[src/rtl/adc_seq_pkg.sv]
// rtl/adc_seq_pkg.sv - shared register map, bit positions and FSM state type for the ADC sequencer
//
// Holds the byte offsets of every APB register, the CTRL/STATUS bit
// positions, the SETTLE reset value and the sequencer state enum.
package adc_seq_pkg;

  // Register byte offsets
  localparam int OFF_CTRL   = 'h000;
  localparam int OFF_MASK   = 'h004;
  localparam int OFF_TRIG   = 'h008;
  localparam int OFF_STATUS = 'h00C;
  localparam int OFF_SETTLE = 'h010;
  localparam int OFF_RESULT = 'h100;

  // CTRL bits
  localparam int CTRL_EN     = 0;
  localparam int CTRL_CONT   = 1;
  localparam int CTRL_IRQ_EN = 2;

  // STATUS bits
  localparam int STAT_BUSY   = 0;
  localparam int STAT_DONE   = 1;
  localparam int STAT_OVR    = 2;
  localparam int STAT_TOUT   = 3;
  localparam int STAT_CH_LSB = 8;

  // RESULT valid flag position
  localparam int RES_VALID = 31;

  localparam logic [15:0] SETTLE_RST = 16'd16;

  typedef enum logic [1:0] {
    S_IDLE    = 2'd0,
    S_SETTLE  = 2'd1,
    S_CONVERT = 2'd2,
    S_NEXT    = 2'd3
  } seq_state_e;

  // Byte offset to 32-bit word index, matching the PADDR[ADDR_WIDTH-1:2] decode
  function automatic int word_idx(input int off);
    return off >> 2;
  endfunction

endpackage

[src/rtl/adc_seq_apb_if.sv]
// rtl/adc_seq_apb_if.sv - APB bus bundle for the ADC sequencer
//
// Signals: PSEL, PENABLE, PWRITE, PADDR, PWDATA (master -> slave),
//          PRDATA, PREADY, PSLVERR (slave -> master).
// Modports: master (bus side), slave (peripheral side).
interface adc_seq_apb_if #(
  parameter int ADDR_WIDTH = 12,
  parameter int DATA_WIDTH = 32
);
  logic                  PSEL;
  logic                  PENABLE;
  logic                  PWRITE;
  logic [ADDR_WIDTH-1:0] PADDR;
  logic [DATA_WIDTH-1:0] PWDATA;
  logic [DATA_WIDTH-1:0] PRDATA;
  logic                  PREADY;
  logic                  PSLVERR;

  modport master (
    output PSEL, PENABLE, PWRITE, PADDR, PWDATA,
    input  PRDATA, PREADY, PSLVERR
  );

  modport slave (
    input  PSEL, PENABLE, PWRITE, PADDR, PWDATA,
    output PRDATA, PREADY, PSLVERR
  );
endinterface

[src/rtl/adc_seq_chan_pick.sv]
// rtl/adc_seq_chan_pick.sv - combinational priority encoder choosing the next scan channel
//
// Ports:
//   i_mask  [NUM_CH] enabled channels
//   i_start [CH_W]   current channel; search begins above it
//   i_first          ignore i_start and return the lowest set bit
//   o_ch    [CH_W]   selected channel (0 when none found)
//   o_found          a qualifying set bit exists
module adc_seq_chan_pick #(
  parameter int NUM_CH = 8,
  parameter int CH_W   = $clog2(NUM_CH)
) (
  input  logic [NUM_CH-1:0] i_mask,
  input  logic [CH_W-1:0]   i_start,
  input  logic              i_first,
  output logic [CH_W-1:0]   o_ch,
  output logic              o_found
);

  // Walk downward so the lowest qualifying index is the one left standing
  always_comb begin
    o_ch    = '0;
    o_found = 1'b0;
    for (int i = NUM_CH - 1; i >= 0; i--) begin
      if (i_mask[i] && (i_first || (i > int'(i_start)))) begin
        o_ch    = CH_W'(i);
        o_found = 1'b1;
      end
    end
  end

endmodule

[src/rtl/adc_seq_apb.sv]
// rtl/adc_seq_apb.sv - multi-channel ADC scan sequencer with APB register access
//
// Ports:
//   PCLK, PRESETn    clock, asynchronous active-low reset
//   apb              APB slave (adc_seq_apb_if.slave), zero wait states
//   amux_sel [CH_W]  analog mux channel select
//   adc_start        one-cycle conversion start pulse
//   adc_done         one-cycle conversion complete pulse
//   adc_data         conversion result, valid with adc_done
//   irq              level interrupt: IRQ_EN & (DONE | OVR | TOUT)
module adc_seq_apb
  import adc_seq_pkg::*;
#(
  parameter int ADDR_WIDTH  = 12,
  parameter int DATA_WIDTH  = 32,
  parameter int NUM_CH      = 8,
  parameter int RES_BITS    = 12,
  parameter int TOUT_CYCLES = 1024,
  parameter int CH_W        = $clog2(NUM_CH)
) (
  input  logic                PCLK,
  input  logic                PRESETn,
  adc_seq_apb_if.slave        apb,
  output logic [CH_W-1:0]     amux_sel,
  output logic                adc_start,
  input  logic                adc_done,
  input  logic [RES_BITS-1:0] adc_data,
  output logic                irq
);

  localparam int WIDX = ADDR_WIDTH - 2;
  localparam int TW   = $clog2(TOUT_CYCLES + 1);
  localparam logic [TW-1:0] TOUT_LAST = TW'(TOUT_CYCLES - 1);

  // Software-visible state
  logic                r_en, r_cont, r_irq_en;
  logic [NUM_CH-1:0]   r_mask;
  logic [15:0]         r_settle;
  logic                r_done, r_ovr, r_tout;
  logic [RES_BITS-1:0] r_res [NUM_CH];
  logic [NUM_CH-1:0]   r_valid;

  // Sequencer state
  seq_state_e          r_state;
  logic [CH_W-1:0]     r_ch;
  logic [15:0]         r_settle_cnt;
  logic [TW-1:0]       r_tout_cnt;
  logic                r_wrap;

  // Address decode
  logic [WIDX-1:0] w_word;
  logic            w_sel_ctrl, w_sel_mask, w_sel_trig, w_sel_status, w_sel_settle, w_sel_res;
  logic            w_addr_ok;
  logic [CH_W-1:0] w_res_idx;
  logic            w_wr, w_rd_res, w_rd_same, w_wr_status;

  logic            w_trig, w_cap, w_tout_hit;
  logic            w_set_done, w_set_ovr, w_set_tout;
  logic            w_pick_first, w_pick_found;
  logic [CH_W-1:0] w_pick_ch;
  logic            w_unused;

  assign w_word       = apb.PADDR[ADDR_WIDTH-1:2];
  assign w_sel_ctrl   = (w_word == WIDX'(word_idx(OFF_CTRL)));
  assign w_sel_mask   = (w_word == WIDX'(word_idx(OFF_MASK)));
  assign w_sel_trig   = (w_word == WIDX'(word_idx(OFF_TRIG)));
  assign w_sel_status = (w_word == WIDX'(word_idx(OFF_STATUS)));
  assign w_sel_settle = (w_word == WIDX'(word_idx(OFF_SETTLE)));
  assign w_sel_res    = (w_word >= WIDX'(word_idx(OFF_RESULT))) &&
                        (w_word <  WIDX'(word_idx(OFF_RESULT) + NUM_CH));
  assign w_res_idx    = CH_W'(w_word - WIDX'(word_idx(OFF_RESULT)));
  assign w_addr_ok    = w_sel_ctrl | w_sel_mask | w_sel_trig | w_sel_status |
                        w_sel_settle | w_sel_res;

  assign w_wr        = apb.PSEL & apb.PENABLE & apb.PWRITE & w_addr_ok;
  assign w_wr_status = w_wr & w_sel_status;
  assign w_rd_res    = apb.PSEL & apb.PENABLE & ~apb.PWRITE & w_sel_res;
  assign w_rd_same   = w_rd_res && (w_res_idx == r_ch);

  assign w_unused = ^{apb.PWDATA[DATA_WIDTH-1:16], apb.PADDR[1:0]};

  assign apb.PREADY  = 1'b1;
  assign apb.PSLVERR = apb.PSEL & apb.PENABLE & ~w_addr_ok;

  // Read mux; unmapped addresses fall through to zero
  always_comb begin
    apb.PRDATA = '0;
    if (apb.PSEL && !apb.PWRITE) begin
      if (w_sel_ctrl) begin
        apb.PRDATA[CTRL_EN]     = r_en;
        apb.PRDATA[CTRL_CONT]   = r_cont;
        apb.PRDATA[CTRL_IRQ_EN] = r_irq_en;
      end else if (w_sel_mask) begin
        apb.PRDATA[NUM_CH-1:0] = r_mask;
      end else if (w_sel_status) begin
        apb.PRDATA[STAT_BUSY]          = (r_state != S_IDLE);
        apb.PRDATA[STAT_DONE]          = r_done;
        apb.PRDATA[STAT_OVR]           = r_ovr;
        apb.PRDATA[STAT_TOUT]          = r_tout;
        apb.PRDATA[STAT_CH_LSB +: CH_W] = r_ch;
      end else if (w_sel_settle) begin
        apb.PRDATA[15:0] = r_settle;
      end else if (w_sel_res) begin
        apb.PRDATA[RES_BITS-1:0] = r_res[w_res_idx];
        apb.PRDATA[RES_VALID]    = r_valid[w_res_idx];
      end
    end
  end

  // In IDLE and on the CONT wrap cycle the encoder looks for the lowest bit;
  // otherwise it looks for the next bit above the current channel.
  assign w_pick_first = (r_state == S_IDLE) || r_wrap;

  adc_seq_chan_pick #(
    .NUM_CH (NUM_CH),
    .CH_W   (CH_W)
  ) u_pick (
    .i_mask  (r_mask),
    .i_start (r_ch),
    .i_first (w_pick_first),
    .o_ch    (w_pick_ch),
    .o_found (w_pick_found)
  );

  assign w_trig = w_wr & w_sel_trig & apb.PWDATA[0] & (r_state == S_IDLE) &
                  r_en & w_pick_found;

  // Everything below is gated by EN so a cleared EN freezes results for the
  // one cycle before the FSM falls back to IDLE.
  assign adc_start  = (r_state == S_SETTLE) & r_en & (r_settle_cnt == 16'd0);
  assign w_cap      = (r_state == S_CONVERT) & r_en & adc_done;
  assign w_tout_hit = (r_state == S_CONVERT) & r_en & ~adc_done & (r_tout_cnt == TOUT_LAST);
  assign w_set_done = (r_state == S_NEXT) & r_en & ~w_pick_found & ~r_wrap;
  // A same-cycle read of the captured channel consumes the old value, so no overrun
  assign w_set_ovr  = w_cap & r_valid[r_ch] & ~w_rd_same;
  assign w_set_tout = w_tout_hit;

  assign amux_sel = r_ch;
  assign irq      = r_irq_en & (r_done | r_ovr | r_tout);

  always_ff @(posedge PCLK or negedge PRESETn) begin
    if (!PRESETn) begin
      r_state      <= S_IDLE;
      r_ch         <= '0;
      r_settle_cnt <= '0;
      r_tout_cnt   <= '0;
      r_wrap       <= 1'b0;
    end else begin
      case (r_state)
        S_IDLE: begin
          if (w_trig) begin
            r_state      <= S_SETTLE;
            r_ch         <= w_pick_ch;
            r_settle_cnt <= r_settle;
          end
        end
        S_SETTLE: begin
          if (!r_en) begin
            r_state <= S_IDLE;
          end else if (r_settle_cnt == 16'd0) begin
            r_state    <= S_CONVERT;
            r_tout_cnt <= '0;
          end else begin
            r_settle_cnt <= r_settle_cnt - 16'd1;
          end
        end
        S_CONVERT: begin
          if (!r_en) begin
            r_state <= S_IDLE;
          end else if (adc_done || w_tout_hit) begin
            r_state <= S_NEXT;
          end else begin
            r_tout_cnt <= r_tout_cnt + TW'(1);
          end
        end
        S_NEXT: begin
          if (!r_en) begin
            r_state <= S_IDLE;
            r_wrap  <= 1'b0;
          end else if (w_pick_found) begin
            r_state      <= S_SETTLE;
            r_ch         <= w_pick_ch;
            r_settle_cnt <= r_settle;
            r_wrap       <= 1'b0;
          end else if (r_cont && !r_wrap) begin
            // End of pass in continuous mode: spend one cycle re-searching
            // from the lowest bit with the same encoder.
            r_wrap <= 1'b1;
          end else begin
            r_state <= S_IDLE;
            r_wrap  <= 1'b0;
          end
        end
        default: begin
          r_state <= S_IDLE;
          r_wrap  <= 1'b0;
        end
      endcase
    end
  end

  always_ff @(posedge PCLK or negedge PRESETn) begin
    if (!PRESETn) begin
      r_en     <= 1'b0;
      r_cont   <= 1'b0;
      r_irq_en <= 1'b0;
      r_mask   <= '0;
      r_settle <= SETTLE_RST;
      r_done   <= 1'b0;
      r_ovr    <= 1'b0;
      r_tout   <= 1'b0;
      r_valid  <= '0;
      for (int n = 0; n < NUM_CH; n++) begin
        r_res[n] <= '0;
      end
    end else begin
      if (w_wr && w_sel_ctrl) begin
        r_en     <= apb.PWDATA[CTRL_EN];
        r_cont   <= apb.PWDATA[CTRL_CONT];
        r_irq_en <= apb.PWDATA[CTRL_IRQ_EN];
      end
      if (w_wr && w_sel_mask) begin
        r_mask <= apb.PWDATA[NUM_CH-1:0];
      end
      if (w_wr && w_sel_settle) begin
        r_settle <= apb.PWDATA[15:0];
      end

      // Hardware set beats a simultaneous write-1-to-clear
      r_done <= w_set_done | (r_done & ~(w_wr_status & apb.PWDATA[STAT_DONE]));
      r_ovr  <= w_set_ovr  | (r_ovr  & ~(w_wr_status & apb.PWDATA[STAT_OVR]));
      r_tout <= w_set_tout | (r_tout & ~(w_wr_status & apb.PWDATA[STAT_TOUT]));

      for (int n = 0; n < NUM_CH; n++) begin
        if (w_cap && (r_ch == CH_W'(n))) begin
          r_res[n]   <= adc_data;
          r_valid[n] <= 1'b1;
        end else if (w_rd_res && (w_res_idx == CH_W'(n))) begin
          r_valid[n] <= 1'b0;
        end
      end
    end
  end

endmodule

[src/flat_wrapper.sv]
// flat-port wrapper written by rule: the top's interface ports become plain ports
module adc_seq_apb_flat import adc_seq_pkg::*;
#(
  parameter int ADDR_WIDTH  = 12,
  parameter int DATA_WIDTH  = 32,
  parameter int NUM_CH      = 8,
  parameter int RES_BITS    = 12,
  parameter int TOUT_CYCLES = 1024,
  parameter int CH_W        = $clog2(NUM_CH)
)
  (PCLK, PRESETn, amux_sel, adc_start, adc_done, adc_data, irq, apb_PSEL, apb_PENABLE, apb_PWRITE, apb_PADDR, apb_PWDATA, apb_PRDATA, apb_PREADY, apb_PSLVERR);
  adc_seq_apb_if #(.ADDR_WIDTH(ADDR_WIDTH), .DATA_WIDTH(DATA_WIDTH)) apb_i ();
  input  logic PCLK;
  input  logic PRESETn;
  output logic [CH_W-1:0] amux_sel;
  output logic adc_start;
  input  logic adc_done;
  input  logic [RES_BITS-1:0] adc_data;
  output logic irq;
  input wire logic [$bits(apb_i.PSEL)-1:0] apb_PSEL;
  input wire logic [$bits(apb_i.PENABLE)-1:0] apb_PENABLE;
  input wire logic [$bits(apb_i.PWRITE)-1:0] apb_PWRITE;
  input wire logic [$bits(apb_i.PADDR)-1:0] apb_PADDR;
  input wire logic [$bits(apb_i.PWDATA)-1:0] apb_PWDATA;
  output wire logic [$bits(apb_i.PRDATA)-1:0] apb_PRDATA;
  output wire logic [$bits(apb_i.PREADY)-1:0] apb_PREADY;
  output wire logic [$bits(apb_i.PSLVERR)-1:0] apb_PSLVERR;
  assign apb_i.PSEL = apb_PSEL;
  assign apb_i.PENABLE = apb_PENABLE;
  assign apb_i.PWRITE = apb_PWRITE;
  assign apb_i.PADDR = apb_PADDR;
  assign apb_i.PWDATA = apb_PWDATA;
  assign apb_PRDATA = apb_i.PRDATA;
  assign apb_PREADY = apb_i.PREADY;
  assign apb_PSLVERR = apb_i.PSLVERR;
  adc_seq_apb #(.ADDR_WIDTH(ADDR_WIDTH), .DATA_WIDTH(DATA_WIDTH), .NUM_CH(NUM_CH), .RES_BITS(RES_BITS), .TOUT_CYCLES(TOUT_CYCLES), .CH_W(CH_W)) u_core (.PCLK(PCLK), .PRESETn(PRESETn), .apb(apb_i), .amux_sel(amux_sel), .adc_start(adc_start), .adc_done(adc_done), .adc_data(adc_data), .irq(irq));
endmodule
[config.mk]
export PLATFORM = sky130hd
export DESIGN_NAME = adc_seq_apb_flat
export DESIGN_NICKNAME = d
export VERILOG_FILES = /design/src/rtl/adc_seq_pkg.sv /design/src/rtl/adc_seq_apb_if.sv /design/src/rtl/adc_seq_chan_pick.sv /design/src/rtl/adc_seq_apb.sv /design/src/flat_wrapper.sv
export SDC_FILE = /design/constraint.sdc
export NUM_CORES = 1
export LEC_CHECK = 0
export BUFFER_PORTS_ARGS = -buffer_cell sky130_fd_sc_hd__buf_4
export CORE_MARGIN = 1
export CORE_UTILIZATION = 55
export CTS_CLUSTER_SIZE = 28
export DETAILED_ROUTE_END_ITERATION = 10
export MAX_ROUTING_LAYER = met4
export PLACE_DENSITY = 0.82
export SLEW_MARGIN = 20
export SYNTH_ARGS = -nofsm -noshare
export SYNTH_HDL_FRONTEND = slang
export SYNTH_SLANG_ARGS = --single-unit
[constraint.sdc]
create_clock -name PCLK -period 3.5 [get_ports PCLK]
set_clock_uncertainty 0.15 [all_clocks]
set_input_delay 0.35 -clock PCLK [delete_from_list [all_inputs] [get_ports PCLK]]
set_output_delay 0.35 -clock PCLK [all_outputs]
set_load 0.02 [all_outputs]
==> results of run 1 <==
-- critical path: cells and delay by family --
kind	cells	cell delay, ns
simple gates	3	1.41
compound gates	2	0.61
buf+inv	3	0.43
-- per-layer routing --
| metal | global-route usage, % | part of all wire (%) | vias up |
|---|---|---|---|
| li1 | - | - | 2774 |
| met1 | 37.1 | 42 | 3247 |
| met2 | 44.1 | 47 | 330 |
| met3 | 6.83 | 7.9 | 62 |
| met4 | 11.7 | 3.1 | 0 |
| met5 | - | 0 | - |
-- area by class of cell --
type                       count  area [um^2]
fill                        1064         5300
tap                          211          264
sequential                   167         4180
multi-input combinational    499         4200
clock inverter                13          118
inverter                       6         22.5
clock buffer                  19          443
timing repair buffer          93          732
-- what timing repair did --
item | CTS | global route
hold buffers | 6 | 1
endpoints found under the hold margin | 75 | 1
endpoints found under the setup margin | 0 | 1
gates resized for setup | 0 | 2
-- cell families (layout without fill, tap and decap cells) --
family / after synthesis / after routing / share of synthesized area (%)
and+or+nand+nor: 192 / 192 / 11.2
DFF: 167 / 167 / 48.5
muxes: 166 / 166 / 25.7
AOI/OAI and AO/OA: 112 / 112 / 9.43
buffers and inverters: 62 / 131 / 3.76
xor gates and xnor gates: 11 / 11 / 1.12
adders and majority gates: 2 / 2 / 0.290
other: 2 / 16 / 0.0871
-- state kept, by name (all words and copies together), names as in the netlist, 2 cells and up --
| signal | cells |
|---|---|
| u_core.r_settle | 16 |
| u_core.r_mask | 8 |
| u_core.r_state | 2 |
| u_core.r_valid | 8 |
| u_core.r_tout_cnt | 11 |
| u_core.amux_sel | 3 |
| u_core.r_settle_cnt | 16 |
| u_core.r_res | 96 |
-- cell usage after synthesis, types with 10 or more instances --
cell type	count
sky130_fd_sc_hd__dfrtp_1	166
sky130_fd_sc_hd__nand2_1	41
sky130_fd_sc_hd__mux2_2	124
sky130_fd_sc_hd__nor2_1	56
sky130_fd_sc_hd__o21ai_0	17
sky130_fd_sc_hd__nand3_1	14
sky130_fd_sc_hd__mux4_2	28
sky130_fd_sc_hd__a21oi_1	19
sky130_fd_sc_hd__nand2b_1	14
sky130_fd_sc_hd__buf_2	13
sky130_fd_sc_hd__buf_4	17
sky130_fd_sc_hd__nor3_1	20
sky130_fd_sc_hd__clkbuf_1	20
sky130_fd_sc_hd__a31oi_1	10
-- power by group through the flow --
stage | combinational, W | clock [W] | sequential [W]
2_1_floorplan | 0.0000772 | 0 | 0.00197
3_3_place_gp | 0.000169 | 0 | 0.00197
3_5_place_dp | 0.000175 | 0 | 0.00197
4_1_cts | 0.000181 | 0.00180 | 0.00193
5_1_grt | 0.000198 | 0.00189 | 0.00193
6_report | 0.000182 | 0.00178 | 0.00193
-- worst min-delay path by stage --
stage	from	to	cells after the start
6_report	apb_PWDATA[9]	u_core.r_settle[9]	2
5_1_grt	apb_PWDATA[9]	u_core.r_settle[9]	2
4_1_cts	apb_PWDATA[14]	u_core.r_settle[14]	2
3_5_place_dp	PRESETn	u_core.r_tout_cnt[2]	1
3_3_place_gp	PRESETn	u_core.r_tout_cnt[5]	1
2_1_floorplan	PRESETn	u_core.amux_sel[0]	0
-- per-stage QoR --
| step | instance area [um^2] | utilization, % |
|---|---|---|
| CTS | 9940 | 65.1 |
| finish | 9950 | 65.2 |
| detailed placement | 9320 | 61.1 |
| global route | 9950 | 65.2 |
| floorplan | 8680 | - |
| global placement | 9320 | 61.1 |
==> results.sh, run 1 <==
export IMPL_endpoint_of_the_most_critical_register_to_register_path="u_core.r_settle_cnt[9]"
export IMPL_area_growth_synth_to_final_pct=15.4
export IMPL_placed_cells_incl_taps=969
export IMPL_tritoncts="built"
export IMPL_numCtsBuffers=17
export IMPL_route_final_wire_length_mm=21.3
export IMPL_gpl_final_weighted_congestion=0.952
export IMPL_warnings_synthesis=0
export IMPL_post_synth_inst_count=714
export IMPL_power_share_sequential_pct=49.6
export IMPL_setup_worst_path_end="apb_PRDATA[3]"
export IMPL_post_synth_top_area_cell="sky130_fd_sc_hd__dfrtp_1"
export IMPL_tightest_slew_ns=0.903
export IMPL_cp_common_cell="sky130_fd_sc_hd__buf_4"
export IMPL_vias_per_inst=6.36
export IMPL_detailedPlace_worstSlack_ns=0.0911
export IMPL_slowest_cell_on_the_critical_path="sky130_fd_sc_hd__or4_1"
export IMPL_floorplan_initialDensity_pct=56.5
export IMPL_post_cts_repair_setup_buffers=0
export IMPL_layout_commonest_cell="sky130_fd_sc_hd__dfrtp_1"
export IMPL_worstSetupPathType="in -> out"
export IMPL_status="finished clean"
export IMPL_critical_path_max_stage_delay_ns=0.59
export IMPL_grt_setup_unrepaired="false"
export IMPL_worstPathCellList="buf_4 -> or4_1 -> or3_4 -> nor4_4 -> a221oi_1 -> a2111oi_2 -> buf_4 -> buf_4"
export IMPL_worstSkewPairLatency_ns=0.44
export IMPL_first_global_vias=6323
export IMPL_reg2reg_depth=6
export IMPL_die_y_um=127
export IMPL_clock_power_share_pct=45.7
export IMPL_cellInternalPower_w=0.00294
export IMPL_grt_pass1_wl_mm=34.1
export IMPL_ir_drop_mv=0.365
export IMPL_antenna_found_initial=0
export IMPL_ioPinCount=101
export IMPL_regToRegStartpoint="u_core.r_state[1]"
export IMPL_yosys_top_cells_area="sky130_fd_sc_hd__dfrtp_1 48%, sky130_fd_sc_hd__mux2_2 16%, sky130_fd_sc_hd__mux4_2 7.3%, sky130_fd_sc_hd__nor2_1 2.4%, sky130_fd_sc_hd__nand2_1 1.8%"
export IMPL_hpwlAfterDp_mm=14.3
export IMPL_via_count=6413
export IMPL_h_tree_depth=4
export IMPL_critPathCaptureType="output port"
export IMPL_setup_violations_final=0
export IMPL_core_region_area_um2=15300
export IMPL_mappedNetlistArea_um2=8620
export IMPL_top_library_cells_by_usage_in_the_layout_fill_and_taps_aside="166 x sky130_fd_sc_hd__dfrtp_1, 124 x sky130_fd_sc_hd__mux2_2, 84 x sky130_fd_sc_hd__buf_4"
export IMPL_design_power_total_w=0.00389
export IMPL_synth_top_flop_cell="sky130_fd_sc_hd__dfrtp_1"
export IMPL_pwr_share_comb_pct=4.7
export IMPL_die_area_um2=16200
export IMPL_yosys_area_top_type_share_pct=48.2
export IMPL_power_net_switching_w=0.000950
export IMPL_die_w_um=127
export IMPL_synth_edf_count=0
export IMPL_ys_seq_elements=167
export IMPL_gr_usage_all_layers_pct=28.7
export IMPL_power_static_leakage_nw=4.67
export IMPL_io_buffers=66
export IMPL_fin_ws_ns=0.193
export IMPL_detail_route_iter0_violations=686
export IMPL_wire_per_inst_um=21.1
export IMPL_ys_seq_area_share_pct=48.5
export IMPL_final_hold_worst_slack_ns=0.0101
export IMPL_syn_avg_cell_area_um2=12.1
export IMPL_hold_path_class="in -> reg"
export IMPL_max_freq_ghz=0.302
export IMPL_setup_worst_path_start_class="input pin"
export IMPL_cts_path_max_buffers=2
export IMPL_ctsRootBufferMaster="sky130_fd_sc_hd__clkbuf_16"
export IMPL_grt_max_degree=73
export IMPL_number_of_unique_standard_cell_types_used_by_synthesis=64
export IMPL_period_share_pct=94.5
export IMPL_timing_max_transition_violations_final=0
export IMPL_max_cap_viol_count=0
export IMPL_drt_pass1_iter_count=7
export IMPL_fin_setup_tns_ns=0
export IMPL_drive_gt1_share_pct=36.9
export IMPL_finish_cell_count_without_fillers=1008
export IMPL_overflow=0
export IMPL_synth_async_sr_flop_share_pct=100
export IMPL_worst_ep_arrival_time_ns=2.81
export IMPL_hold_viol_final=0
export IMPL_powerDensity_nw_per_um2=391
export IMPL_critPathLaunch="apb_PADDR[5]"
export IMPL_cts_num_sinks=167
export IMPL_fin_nets=848
export IMPL_site_rows=45
export IMPL_cts_reportedPaths_clkPinSlew_ns=0.06
export IMPL_drc=0
export IMPL_critical_path_required_ns=3.00
export IMPL_ant_nets=0
export IMPL_switching_share_pct=24.4
export IMPL_max_fanout_on_critical_path=5
export IMPL_slew_headroom_pct=39.6
export IMPL_diodes=0
export IMPL_reg2reg_slack_ns=0.50
export IMPL_layout_min_cycle_time_ns=3.31
(Power assumes the default switching activity.)
==> run 2: changes to the inputs <==
CORE_ASPECT_RATIO = 0.6   (was default)
==> run 2 against run 1 <==
Compared with the run above:
- combinational power is essentially flat
- global-route usage up 1.9 points
- clock power is 2% higher
- sequential power barely moved
- cell count decreased by 0.40%
==> results.sh, run 2 (synthesized netlist as in run 1, its figures left out) <==
export IMPL_status="finished clean"
export IMPL_cts_reportedPaths_clkPinSlew_ns=0.06
export IMPL_h_tree_depth=4
export IMPL_hold_viol_final=0
export IMPL_clock_power_share_pct=46.3
export IMPL_pwr_share_comb_pct=4.6
export IMPL_drc=0
export IMPL_worstSetupPathType="in -> out"
export IMPL_numCtsBuffers=17
export IMPL_tritoncts="built"
export IMPL_design_power_total_w=0.00393
export IMPL_critPathCaptureType="output port"
export IMPL_detailed_place_area_um2=9350
export IMPL_fin_nets=852
export IMPL_worstSkewPairLatency_ns=0.43
export IMPL_ctsRootBufferMaster="sky130_fd_sc_hd__clkbuf_16"
export IMPL_power_share_sequential_pct=49.1
export IMPL_antenna_found_initial=0
export IMPL_route_final_wire_length_mm=22.7
export IMPL_vias_per_inst=6.43
export IMPL_largest_register="u_core.r_res"
export IMPL_max_fanout_on_critical_path=7
export IMPL_largestRegisters="u_core.r_res x96, u_core.r_settle x16, u_core.r_settle_cnt x16"
export IMPL_fin_area_um2=9970
export IMPL_power_static_leakage_nw=4.67
export IMPL_top_library_cells_by_usage_in_the_layout_fill_and_taps_aside="166 x sky130_fd_sc_hd__dfrtp_1, 124 x sky130_fd_sc_hd__mux2_2, 90 x sky130_fd_sc_hd__buf_4"
export IMPL_io_buffers=66
export IMPL_post_cts_repair_setup_buffers=0
export IMPL_detail_route_iter0_violations=870
export IMPL_layout_min_cycle_time_ns=3.38
export IMPL_wire_per_inst_um=22.6
export IMPL_grt_setup_unrepaired="false"
export IMPL_cts_num_sinks=167
export IMPL_critical_path_required_ns=3.00
export IMPL_ir_drop_mv=0.312
export IMPL_cellInternalPower_w=0.00300
export IMPL_gpl_final_weighted_congestion=0.966
export IMPL_largest_reg_flops=96
export IMPL_worst_ep_arrival_time_ns=2.88
export IMPL_overflow=0
export IMPL_grt_pass1_wl_mm=36.0
export IMPL_gr_usage_all_layers_pct=30.6
export IMPL_die_area_um2=16200
export IMPL_max_cap_viol_count=0
export IMPL_powerDensity_nw_per_um2=395
export IMPL_switching_share_pct=23.8
export IMPL_max_freq_ghz=0.296
export IMPL_drive_gt1_share_pct=37.2
export IMPL_hold_path_class="in -> reg"
export IMPL_timing_max_transition_violations_final=0
export IMPL_drt_pass1_iter_count=7
export IMPL_period_share_pct=96.6
export IMPL_die_y_um=99.0
export IMPL_cts_path_max_buffers=2
export IMPL_grt_max_degree=75
export IMPL_tightest_slew_ns=0.730
export IMPL_hpwlAfterDp_mm=15.7
export IMPL_finalCoreUtilization_pct=65.0
export IMPL_ioPinCount=101
export IMPL_first_global_vias=6478
export IMPL_area_growth_synth_to_final_pct=15.6
export IMPL_power_net_switching_w=0.000937
export IMPL_core_region_area_um2=15300
export IMPL_site_rows=35
export IMPL_ant_nets=0
export IMPL_die_w_um=164
export IMPL_diodes=0
export IMPL_setup_violations_final=0
export IMPL_slew_headroom_pct=51.2
export IMPL_via_count=6456
export IMPL_fin_setup_tns_ns=0
export IMPL_layout_commonest_cell="sky130_fd_sc_hd__dfrtp_1"
export IMPL_floorplan_initialDensity_pct=56.3
export IMPL_final_fill_count=1090
export IMPL_setup_worst_path_start_class="input pin"
-- run 2: cell types whose count changed in the layout (fill, tap and decap cells not counted), sizes merged --
cell	change
bufinv	+1
buf	+6
inv	-2
dlygate4sd3	-2
clkinv	-5
clkbuf	+1
clkinvlp	+5
-- run 2: worst paths after layout --
path,end,slack (ns),cells after the start,startpoint
setup / recovery,apb_PRDATA[13],0.12,10,apb_PADDR[5]
min in group asynchronous,u_core.r_res[57],0.30,2,PRESETn
hold reg to reg,u_core.r_res[32],0.35,1,u_core.r_res[32]
max in group asynchronous,u_core.r_settle[4],1.95,3,PRESETn
setup reg to reg,u_core.r_settle_cnt[12],0.63,8,u_core.r_state[1]
hold / removal,u_core.r_settle[13],0.008,2,apb_PWDATA[13]
-- run 2: cell type report --
type | count | area, um^2 | share of cell area [%]
Tap cell | 203 | 254 | 2.55
Inverter | 6 | 22.5 | 0.226
Clock inverter | 12 | 119 | 1.19
Clock buffer | 20 | 447 | 4.48
Timing Repair Buffer | 97 | 757 | 7.59
Multi-Input combinational cell | 499 | 4190 | 42.0
Sequential cell | 167 | 4180 | 41.9
-- run 2: routing by layer --
metal / track usage [%] / wire length (um) / share of wire [%] / vias to the layer above
li1: - / - / - / 2781
met1: 44.4 / 9900 / 44 / 3293
met2: 43.7 / 10300 / 45 / 348
met3: 7.87 / 2250 / 9.9 / 34
met4: 5.77 / 260 / 1.1 / 0
met5: - / 0 / 0 / -
-- run 2: power groups by stage --
stage | registers (W) | clock network, W | logic (W)
global route | 0.00193 | 0.00191 | 0.000200
finish | 0.00193 | 0.00182 | 0.000182
detailed placement | 0.00197 | 0 | 0.000177
global placement | 0.00197 | 0 | 0.000170
CTS | 0.00193 | 0.00183 | 0.000183
floorplan | 0.00197 | 0 | 0.0000772
-- run 2: repair_timing --
item,in CTS,in global routing
setup endpoints to repair,0,5
gates resized for setup,0,1
hold buffers,5,0
hold endpoints to repair,60,0
-- run 2: worst max-delay path, stage by stage --
cell and delay (ns):
sky130_fd_sc_hd__buf_4 0.11, sky130_fd_sc_hd__or4_1 0.59, sky130_fd_sc_hd__or3_4 0.40, sky130_fd_sc_hd__nor4_4 0.34, sky130_fd_sc_hd__buf_4 0.25, sky130_fd_sc_hd__inv_2 0.06
sky130_fd_sc_hd__nor3_1 0.30, sky130_fd_sc_hd__buf_4 0.18, sky130_fd_sc_hd__and2_1 0.14, sky130_fd_sc_hd__buf_4 0.15
-- run 2: through the flow --
step	instances	setup slack, ns	hold WS (ns)
detailed placement	967	0.0948	0.204
CTS	1004	0.0562	0.00172
global placement	967	0.167	0.185
global route	1004	0.0171	0.00125
floorplan	728	0.240	-0.0956
finish	1004	0.118	0.00814
